**config.mk**
```make
export PLATFORM = sky130hd
export DESIGN_NAME = whack_game_engine
export DESIGN_NICKNAME = d
export VERILOG_FILES = /design/src/rtl/whack_game_engine.sv
export SDC_FILE = /design/constraint.sdc
export NUM_CORES = 1
export LEC_CHECK = 0
export CAP_MARGIN = 0
export CORE_UTILIZATION = 40
export DETAILED_ROUTE_END_ITERATION = 8
export HOLD_SLACK_MARGIN = 0.1
export PLACE_DENSITY = 0.7
export SKIP_CTS_REPAIR_TIMING = 1
export SLEW_MARGIN = 15
export SYNTH_ARGS = -nofsm -noshare
export SYNTH_HDL_FRONTEND = slang
export SYNTH_SLANG_ARGS = --single-unit
```
**constraint.sdc**
```tcl
create_clock -name clock_i -period 3.2 [get_ports clock_i]
set_input_delay 0.32 -clock clock_i [delete_from_list [all_inputs] [get_ports clock_i]]
set_output_delay 0.32 -clock clock_i [all_outputs]
set_load 0.03 [all_outputs]
```
**src/rtl/whack_game_engine.sv**
```systemverilog
// Whack-a-mole game core: phase sequencing, timers, mole placement
// and hit/miss scoring on a single clock driven by tick enables.

module whack_game_engine #(
  parameter int NUM_MOLES    = 16,
  parameter int GAME_SECONDS = 30,
  parameter int PREP_SECONDS = 3,
  parameter int LIFE_TICKS   = 8,
  parameter int PENALTY_EN   = 1,
  parameter int SCORE_MAX    = 9999
) (
  input  logic                 clock_i,
  input  logic                 reset_i,
  input  logic                 start_i,
  input  logic [1:0]           mode_i,
  input  logic                 sec_tick_i,
  input  logic                 mole_tick_i,
  input  logic [NUM_MOLES-1:0] switches_i,
  output logic [NUM_MOLES-1:0] leds_o,
  output logic [13:0]          score_o,
  output logic [7:0]           time_left_o,
  output logic [1:0]           state_o,
  output logic                 hit_pulse_o,
  output logic                 miss_pulse_o
);

  localparam int IW = $clog2(NUM_MOLES);
  localparam int LW = $clog2(LIFE_TICKS) + 1;

  localparam logic [IW:0]   NM_W     = (IW+1)'(NUM_MOLES);
  localparam logic [IW-1:0] LAST_IDX = IW'(NUM_MOLES - 1);
  localparam logic [13:0]   SMAX     = 14'(SCORE_MAX);
  localparam logic [7:0]    PREP_T   = 8'(PREP_SECONDS);
  localparam logic [7:0]    GAME_T   = 8'(GAME_SECONDS);
  localparam logic [NUM_MOLES-1:0] ONE = NUM_MOLES'(1);

  typedef enum logic [1:0] {
    S_IDLE = 2'b00,
    S_PREP = 2'b01,
    S_PLAY = 2'b10,
    S_OVER = 2'b11
  } state_t;

  state_t               state_q, state_d;
  logic [1:0]           mode_q, mode_d;
  logic [7:0]           time_q, time_d;
  logic [13:0]          score_q, score_d;
  logic [NUM_MOLES-1:0] leds_q, leds_d;
  logic [LW-1:0]        life_q, life_d;
  logic [IW-1:0]        last_q, last_d;
  logic                 last_vld_q, last_vld_d;
  logic                 hit_q, hit_d;
  logic                 miss_q, miss_d;

  logic [NUM_MOLES-1:0] sw_prev_q;
  logic [NUM_MOLES-1:0] edge_q;
  logic [15:0]          lfsr_q;
  logic                 lfsr_fb;

  logic [IW:0]          raw_idx;
  logic [IW:0]          raw_sub;
  logic [IW-1:0]        base_idx;
  logic [IW-1:0]        spawn_idx;
  logic [NUM_MOLES-1:0] spawn_leds;
  logic [LW-1:0]        life_load;
  logic                 lit;
  logic                 hit;
  logic                 wrong;

  // x^16+x^14+x^13+x^11+1, shifting toward bit 0
  assign lfsr_fb = lfsr_q[0] ^ lfsr_q[2]
                 ^ lfsr_q[3] ^ lfsr_q[5];

  assign raw_idx = {1'b0, lfsr_q[IW-1:0]};
  assign raw_sub = raw_idx - NM_W;

  always_comb begin
    base_idx = raw_idx[IW-1:0];
    if (raw_idx >= NM_W) begin
      base_idx = raw_sub[IW-1:0];
    end
  end

  // Step past the previous position so a mole never reappears in place
  always_comb begin
    spawn_idx = base_idx;
    if (last_vld_q && base_idx == last_q) begin
      if (base_idx == LAST_IDX) begin
        spawn_idx = '0;
      end else begin
        spawn_idx = base_idx + IW'(1);
      end
    end
  end

  assign spawn_leds = ONE << spawn_idx;

  always_comb begin
    unique case (mode_q)
      2'b10:   life_load = LW'(LIFE_TICKS / 2);
      2'b11:   life_load = LW'(LIFE_TICKS / 4);
      default: life_load = LW'(LIFE_TICKS);
    endcase
  end

  assign lit   = |leds_q;
  assign hit   = |(edge_q & leds_q);
  assign wrong = (|edge_q) && !hit;

  always_comb begin
    state_d    = state_q;
    mode_d     = mode_q;
    time_d     = time_q;
    score_d    = score_q;
    leds_d     = leds_q;
    life_d     = life_q;
    last_d     = last_q;
    last_vld_d = last_vld_q;
    hit_d      = 1'b0;
    miss_d     = 1'b0;

    unique case (state_q)
      S_IDLE, S_OVER: begin
        if (start_i && mode_i != 2'b00) begin
          state_d    = S_PREP;
          mode_d     = mode_i;
          score_d    = '0;
          time_d     = PREP_T;
          leds_d     = '0;
          life_d     = '0;
          last_vld_d = 1'b0;
        end
      end

      S_PREP: begin
        if (sec_tick_i) begin
          if (time_q == 8'd1) begin
            state_d = S_PLAY;
            time_d  = GAME_T;
          end else begin
            time_d = time_q - 8'd1;
          end
        end
      end

      S_PLAY: begin
        if (hit) begin
          hit_d  = 1'b1;
          leds_d = '0;
          if (score_q < SMAX) begin
            score_d = score_q + 14'd1;
          end
        end else if (wrong) begin
          miss_d = 1'b1;
          if (PENALTY_EN != 0 && score_q != '0) begin
            score_d = score_q - 14'd1;
          end
        end

        // A hit on the expiry tick wins; the same tick never respawns
        if (mole_tick_i) begin
          if (!lit) begin
            leds_d     = spawn_leds;
            life_d     = life_load;
            last_d     = spawn_idx;
            last_vld_d = 1'b1;
          end else if (!hit) begin
            if (life_q == LW'(1)) begin
              leds_d = '0;
              life_d = '0;
              miss_d = 1'b1;
            end else begin
              life_d = life_q - LW'(1);
            end
          end
        end

        if (sec_tick_i) begin
          if (time_q == 8'd1) begin
            state_d = S_OVER;
            time_d  = '0;
            leds_d  = '0;
          end else begin
            time_d = time_q - 8'd1;
          end
        end
      end
    endcase
  end

  always_ff @(posedge clock_i or negedge reset_i) begin
    if (!reset_i) begin
      state_q    <= S_IDLE;
      mode_q     <= '0;
      time_q     <= '0;
      score_q    <= '0;
      leds_q     <= '0;
      life_q     <= '0;
      last_q     <= '0;
      last_vld_q <= 1'b0;
      hit_q      <= 1'b0;
      miss_q     <= 1'b0;
      sw_prev_q  <= '0;
      edge_q     <= '0;
      lfsr_q     <= 16'hACE1;
    end else begin
      state_q    <= state_d;
      mode_q     <= mode_d;
      time_q     <= time_d;
      score_q    <= score_d;
      leds_q     <= leds_d;
      life_q     <= life_d;
      last_q     <= last_d;
      last_vld_q <= last_vld_d;
      hit_q      <= hit_d;
      miss_q     <= miss_d;
      sw_prev_q  <= switches_i;
      edge_q     <= switches_i & ~sw_prev_q;
      lfsr_q     <= {lfsr_fb, lfsr_q[15:1]};
    end
  end

  assign leds_o       = leds_q;
  assign score_o      = score_q;
  assign time_left_o  = time_q;
  assign state_o      = state_q;
  assign hit_pulse_o  = hit_q;
  assign miss_pulse_o = miss_q;

endmodule

```
# Yosys cells after proc, flatten, opt, wreduce, memory -nomap -nowiden
# Index checks and enable logic that the tools add are counted.
# word_totals
register_bits,101
out_inout_bits,42
elab_cells,119
in_bits,23
# classes
reduce_logical,20
n_eq_ne,20
mux,50
n_lt_le_gt_ge,2
n_addsub,6
shifts,1
n_bitwise,7
# op_table
cell,count
two-way mux 16 bit,8
two-way mux 14 bit,5
OR reduction 16 bit,3
two-way mux 8 bit,5
bitwise AND 16 bit,2
two-way mux 4 bit,8
case mux 16 bit (2 select lines),1
case mux 14 bit (2 select lines),1
case mux 8 bit (3 select lines),1
NOT 16 bit,1
case mux 4 bit (2 select lines),2
"<< shifter 1 x 4 -> 16 bit, first input constant",1
"adder 14 x 1 -> 14 bit, second input constant",1
"< comparator 14 bit, second input constant",1
"inequality test 2 bit, second input constant",7
nonzero test 14 bit,1
"subtractor 14 x 1 -> 14 bit, second input constant",1
two-way mux 1 bit,12
"inequality test 3 bit, second input constant",4
two-way mux 2 bit,5
AND reduction 5 bit,2
"== test 2 bit, second input constant",4
"== test 8 x 1 -> 1 bit, second input constant",1
AND reduction 4 bit,2
19 further kinds,27

# Logic depth before layout (Yosys ltp)
# Gate-level depths: netlist of the first run.
# depth
word_depth,11
ltp_mapped,12
ltp_nobuf,11

# Least setup slack after synthesis of the first run
# Ideal clock, no wire load.
# synth_timing
path_type,flip-flop to flip-flop
from,"register leds_q[12], in the netlist leds_o[12]"
to,"register score_q[13], in the netlist score_o[13]"
setup_slack_ns,0.233
stages_incl_launch_ff,13
t_arrival_ns,2.843
period_less_slack_ns,2.967
t_required_ns,3.077
setup_ns,0.123
path_buffers,1
cell_sequence,dfrtp_1 -> a22o_1 -> a221oi_1 -> and4_1 -> buf_6 -> ha_1 -> o211ai_1 -> o21a_1 -> a221o_1 -> o211ai_1 -> xor2_1 -> and4bb_2 -> nor3_2
# synth_via
elab_chain_len,6
elab_cells_between_ends,10
classes_between,3 x eq/ne; 2 x mux; 1 x bitwise; 4 x reduce/logical
# synth_rtl
item,line_no,rtl
from (decl),48,"logic [NUM_MOLES-1:0] leds_q, leds_d;"
from (signal assigned),211,leds_q <= leds_d;
bitwise AND 16 bit *,107,assign hit = |(edge_q & leds_q);
OR reduction 16 bit *,107,
zero test 1 bit,--,
logical AND 1 bit,108,assign wrong = (|edge_q) && !hit;
inequality test 3 bit (no line),--,
AND reduction 5 bit (no line),--,
to (signal assigned),210,score_q <= score_d;
to (decl),47,"logic [13:0] score_q, score_d;"
# Every way passes the cells marked *; elsewhere a longest branch is shown, timed or not.
# A chain may end at the register's enable or synchronous reset.

# Worst setup path in the final report of the first run
# layout_timing
from,"register leds_q[10], in the netlist leds_o[10]"
to,"register score_q[13], in the netlist score_o[13]"
# The elaborated chain is that of the path after synthesis.

==> results of run 1 <==
## per-stage QoR
stage               hold slack [ns]  total power [mW]  std cells  setup WS (ns)
floorplan                   0.02441             3.518        478         0.2331
finish                       0.3500             5.432        699         0.1946
CTS                        -0.02362             5.398        696        0.05846
global placement             0.3362             4.160        680         0.2079
detailed placement           0.3394             4.241        680        0.09334
global route                 0.3594             5.791        699       0.007802
## kinds of logic (layout without fill, tap and decap cells)
family | Yosys count | after routing
XOR/XNOR | 18 | 18
flip-flops | 101 | 101
AO/OA/AOI/OAI | 141 | 141
AND/OR/NAND/NOR | 164 | 164
multiplexers | 6 | 6
buffers and inverters | 25 | 99
adder cells (fa/ha/maj) | 23 | 23
## Yosys cell counts (all sizes together), types with 3 or more instances
cell | count | area, sq um
dfrtp | 93 | 2327
nand2 | 59 | 221.5
o21ai | 49 | 245.2
a21oi | 27 | 135.1
ha | 22 | 275.3
nor2 | 21 | 86.33
nor2b | 20 | 125.1
a22o | 18 | 157.7
nand3 | 12 | 60.06
nor4 | 12 | 81.33
nor3 | 11 | 60.06
inv | 10 | 37.54
buf | 9 | 58.80
xnor2 | 9 | 78.83
xor2 | 9 | 78.83
a22oi | 8 | 60.06
dfstp | 8 | 210.2
a21o | 7 | 52.55
a31oi | 6 | 37.54
clkbuf | 6 | 22.52
or3 | 6 | 42.54
nand2b | 5 | 31.28
nand4 | 5 | 31.28
o211ai | 5 | 52.55
a221oi | 4 | 35.03
mux2i | 4 | 52.55
and2 | 3 | 18.77
and4 | 3 | 26.28
o31ai | 3 | 22.52
## final cells by class
type,instances,share of cell area [%]
tap,147,2.995
inverter,10,0.6112
timing repair buffer,73,12.02
sequential,101,41.32
multi-input combinational,352,37.88
clock inverter,7,1.508
clock buffer,9,3.667
## critical path: cells and delay by family, from the launching register on
family / cells / cell delay [ns]
AND/OR/NAND/NOR: 3 / 0.59
XOR/XNOR: 1 / 0.20
flip-flops: 1 / 0.42
adder cells (fa/ha/maj): 1 / 0.17
buffers and inverters: 1 / 0.14
AO/OA/AOI/OAI: 6 / 1.37
## worst min-delay path by stage
stage               slack [ns]  cells after the start      start         to
floorplan                 0.02                      0    reset_i  edge_q[0]
global placement          0.34                      0  lfsr_q[4]  lfsr_q[3]
CTS                      -0.02                      1    reset_i  edge_q[8]
global route              0.36                      0  lfsr_q[7]  lfsr_q[6]
detailed placement        0.34                      0  lfsr_q[4]  lfsr_q[3]
finish                    0.35                      0  lfsr_q[4]  lfsr_q[3]
## sequential cells by signal, indices dropped and copies added, names as in the netlist, 2 cells and up
name and flops:
edge_q 16, last_q 4, leds_o 16, lfsr_q 16, life_q 4, mode_q 2, score_o 14, state_o 2
sw_prev_q 16, time_left_o 8
## metal layers
metal,track usage (%),vias up
met4,5.965,0
met1,26.04,1942
li1,-,1885
met5,0,-
met2,31.12,156
met3,4.713,20
## power groups by stage
stage	clock, mW	sequential [mW]	combinational, mW
final	1.13	1.67	2.63
after global routing	1.20	1.71	2.88
after CTS	1.16	1.67	2.57
after detailed placement	0	1.69	2.55
after global placement	0	1.68	2.48
after floorplan	0	1.85	1.67
==> metrics.txt, run 1 <==
wire length on met3=792 um; required time worst endpoint=3.43 ns; Worst setup SP type=register; average via count per standard cell=5.727; number of max-cap violations=0; RR Endpoint=score_o[13]; area of all sequential standard cells=2537 sq um; DRT antenna net count=0; effective utilization at floorplan=41.17%; Total Routing Usage GR=19.41%; peak supply drop=0.0003297 V; top_reg_cell synth=dfrtp_1; cell at the root of the clock tree=clkbuf_16; post-synthesis net count=524; leakage power=2.644 nW; highest clock frequency the design can meet=0.3327 GHz; outcome=finished clean; summed area of non-filler cells in the final layout=6141 sq um; critical path cell sequence=a22o_1 > a221oi_1 > and4_4 > buf_12 > ha_4 > o211ai_1 > o21a_1 > a221o_1 > o211ai_1 > xor2_1 > and4bb_2 > nor3_2; most frequent standard cell in the layout excluding fill and tap cells=dfrtp_1; horizontal die dimension=113.2 um; critical path launch point=leds_o[10]; shortest clock period the worst path allows after layout=3.005 ns; layout overhead on the synthesized area=24.19%; drt total wl=12.04 mm; vias in the first global route=3877; WL/cell=17.22 um; number of cells on the worst reg-to-reg path=12; Die ar.=12810 sq um; nets@finish=593; fraction of power consumed by sequential logic=30.8%; arrival time at the worst endpoint=3.24 ns; cell repeated most along the worst path=o211ai_1; detailed-routing iteration count for the pre-antenna-repair pass=5; Synth async-reset ratio=100.0%; multiplexer fraction of the synthesized cell area=1.518%; total number of vias=4003; grt total ovfl=0; uppermost routed layer=met4; area share of and/or/nand/nor cells after synthesis=16.95%; main combinational cell family by area after synthesis=compound AO/OA/AOI/OAI gates; Crit Path Category=register to register; Met1 Routed Length=5.450 mm; CTS H-Tree Depth=3; Seq/Total Area, Yosys=51.32%; setup slack of the most critical reg-to-reg path=0.19 ns; commonest non-fill, non-tap cells in the layout=dfrtp_1 (93), clkdlybuf4s50_1 (63), nand2_1 (59), o21ai_0 (43), a21oi_1 (27); Fillers=1076; clock sinks=101; ANT cells=0; final design utilization=51.13%; post-synthesis register bit count=101; FP Rows=40; setup repair after global routing missed its margin=false; Hold/Removal Path Class=register to register; total cell area at the placement stage=5743 sq um; proportion of layout cells with a drive suffix above 1=9.058%; weighted congestion reported at the end of routability-driven placement=0.9395; I/O pin count=65; final setup TNS=0 ns; maximum number of pins on one net before global-route repair=47; power share of the clock group=20.9%; IO buf count=64; clk slew on worst S/H paths=0.07 ns; synth unique cells=59; Detailed Place HPWL=8.495 mm; Syn Area/Cell=10.34 sq um; Switching Power=2.307 mW; crit path capture type=register; area of the multi-input gates=2326 sq um; net switching share of the total power=42.47%; CP endpoint=score_o[13]; Slowest Stage Delay on Critical Path=0.42 ns; met2 wire length=5.603 mm; Compound-Gate Fraction of Synth Area=18.65%; critical-path maximum fanout=11; share of synthesized cell area in full adder, half adder and majority cells=5.972%; DRC Markers=0; number of flops mapped to enable cells by yosys=0; combinational cell fraction of total power=48.3%; DRC violation total after the first TritonRoute iteration=326; final setup violation count=0; Worst path slowest cell=dfrtp_1; Synthesis Warnings=0; Die Ht=113.2 um; Clock Latency Late Sink=0.35 ns; cell internal power dissipation=3.125 mW; Hold Violations, Final=0; combined area of all synthesized cells=4945 sq um; xor and xnor area share after synthesis=3.188%; first-pass GRT wire length=19.38 mm; share of the clock period used by the worst path=93.92%; Floorplan Core Area=12010 sq um; Synth Instances=478; Slew Viols, Final=0; TritonCTS clock tree=built; Clock Skews=0.01225 ns; headroom to the max-slew limit=55.17%; power density over the cells=884.6 nW/um^2; buffer depth of the longest clock path=2; TritonCTS buffer count=9; antenna violations before repair=0; Reg-to-Reg Start=leds_o[10]; Tightest Pin Transition=0.6674 ns
Power figures use the tool's default switching activity.
==> run 2: changes to the inputs <==
Settings changed: HOLD_SLACK_MARGIN 0.1 to 0.08.
==> results of run 2 <==
The final DEF is identical to that of run 1; final timing and power are the same.
==> run 3: changes to the inputs <==
Settings changed: HOLD_SLACK_MARGIN 0.08 to unset, SLEW_MARGIN 15 to 20.
==> run 3 against run 2 <==
- the run now ends with hold timing left
- critical path depth unchanged
- clock-buffer cell count unchanged
- global-route usage is the same
- sequential power hardly changed
- non-clock buffer count fell by 1
- sequential cell count stayed put
- critical path type unchanged
- largest cell class unchanged
- largest power group unchanged
==> metrics.txt, run 3 (synthesized netlist as in run 1, its figures left out) <==
detailed-routing iteration count for the pre-antenna-repair pass=5; Hold Violations, Final=40; Detailed Place HPWL=8.495 mm; final worst slack=0.1663 ns; arrival time at the worst endpoint=3.27 ns; buffer depth of the longest clock path=2; commonest non-fill, non-tap cells in the layout=dfrtp_1 (93), clkdlybuf4s50_1 (63), nand2_1 (59), o21ai_0 (43), a21oi_1 (27); proportion of layout cells with a drive suffix above 1=9.074%; most frequent standard cell in the layout excluding fill and tap cells=dfrtp_1; Worst path slowest cell=dfrtp_1; Die Ht=113.2 um; Crit Path Category=register to register; maximum number of pins on one net before global-route repair=47; DRT antenna net count=0; effective utilization at floorplan=41.17%; Clock Skews=0.01223 ns; Hold/Removal Path Class=primary input to async pin; number of max-cap violations=0; highest clock frequency the design can meet=0.3296 GHz; WL/cell=17.26 um; cell repeated most along the worst path=o211ai_1; final setup violation count=0; Total Routing Usage GR=19.41%; outcome=complete, but fails checks; required time worst endpoint=3.43 ns; TritonCTS buffer count=9; Tightest Pin Transition=0.6451 ns; average via count per standard cell=5.723; worst hold slack=-0.03345 ns; final setup TNS=0 ns; Die ar.=12810 sq um; Clock Latency Late Sink=0.35 ns; ANT cells=0; setup repair after global routing missed its margin=false; I/O pin count=65; CTS H-Tree Depth=3; layout overhead on the synthesized area=23.99%; drt total wl=12.05 mm; total design power=5.429 mW; Fillers=1074; power density over the cells=885.6 nW/um^2; placement-stage worst setup slack=0.09334 ns; antenna violations before repair=0; total number of vias=3995; violated checks=hold timing; clock sinks=101; Slew Viols, Final=0; horizontal die dimension=113.2 um; critical-path maximum fanout=11; IO buf count=64; nets@finish=592; TritonCTS clock tree=built; Floorplan Core Area=12010 sq um; first-pass GRT wire length=19.38 mm; headroom to the max-slew limit=56.67%; shortest clock period the worst path allows after layout=3.034 ns; weighted congestion reported at the end of routability-driven placement=0.9395; DRC Markers=0; FP Rows=40; peak supply drop=0.0003285 V; summed area of non-filler cells in the final layout=6131 sq um; total cell area at the placement stage=5743 sq um; DRC violation total after the first TritonRoute iteration=338; clk slew on worst S/H paths=0.07 ns; Worst setup SP type=register; share of the clock period used by the worst path=94.80%; area of the multi-input gates=2326 sq um; crit path capture type=register; critical path cell sequence=a22o_1 > a221oi_1 > and4_4 > buf_12 > ha_4 > o211ai_1 > o21a_1 > a221o_1 > o211ai_1 > xor2_1 > and4bb_2 > nor3_2; Slowest Stage Delay on Critical Path=0.42 ns; cell at the root of the clock tree=clkbuf_16; area of all sequential standard cells=2537 sq um; leakage power=2.640 nW; vias in the first global route=3877; grt total ovfl=0
run 3: through the flow:
stage / cells / utilization (%)
CTS: 696 / 50.46
global route: 698 / 51.04
floorplan: 478 / -
global placement: 680 / 47.81
detailed placement: 680 / 47.81
finish: 698 / 51.04
run 3: final cells by class:
type	count	share of cell area (%)
clock buffer	9	3.673
clock inverter	7	1.510
inverter	10	0.6122
multi-input combinational	352	37.94
sequential	101	41.39
tap	147	3.000
timing repair buffer	72	11.88
run 3: routing by layer:
metal  GRT usage [%]  up-vias  wire length [um]
met4           5.965        0               129
met1           26.04     1954              5375
li1                -     1885                 -
met3           4.713       12               832
met2           31.12      144              5713
met5               0        -                 0
run 3: final timing paths:
kind	startpoint	endpoint	slack, ns	cells past startpoint
hold / removal	reset_i	edge_q[8]	-0.03	1
min in group clock_i	lfsr_q[4]	lfsr_q[3]	0.35	0
setup / recovery	leds_o[12]	score_o[13]	0.17	12
setup reg to reg	leds_o[12]	score_o[13]	0.17	12
max in group asynchronous	reset_i	lfsr_q[6]	2.39	2
hold reg to reg	lfsr_q[4]	lfsr_q[3]	0.35	0
run 3: worst max-delay path, delay by kind of cell (launching register included):
kind,cells,cell delay (ns)
flip-flops,1,0.42
AO/OA/AOI/OAI,6,1.39
buffers and inverters,1,0.14
AND/OR/NAND/NOR,3,0.59
adder cells (fa/ha/maj),1,0.16
XOR/XNOR,1,0.20
run 3: power by group:
group          leakage [nW]  switching [mW]  internal, mW
clock                 0.148           0.509         0.625
combinational          1.19            1.57          1.05
sequential             1.30           0.224          1.45
total                  2.64            2.31          3.12
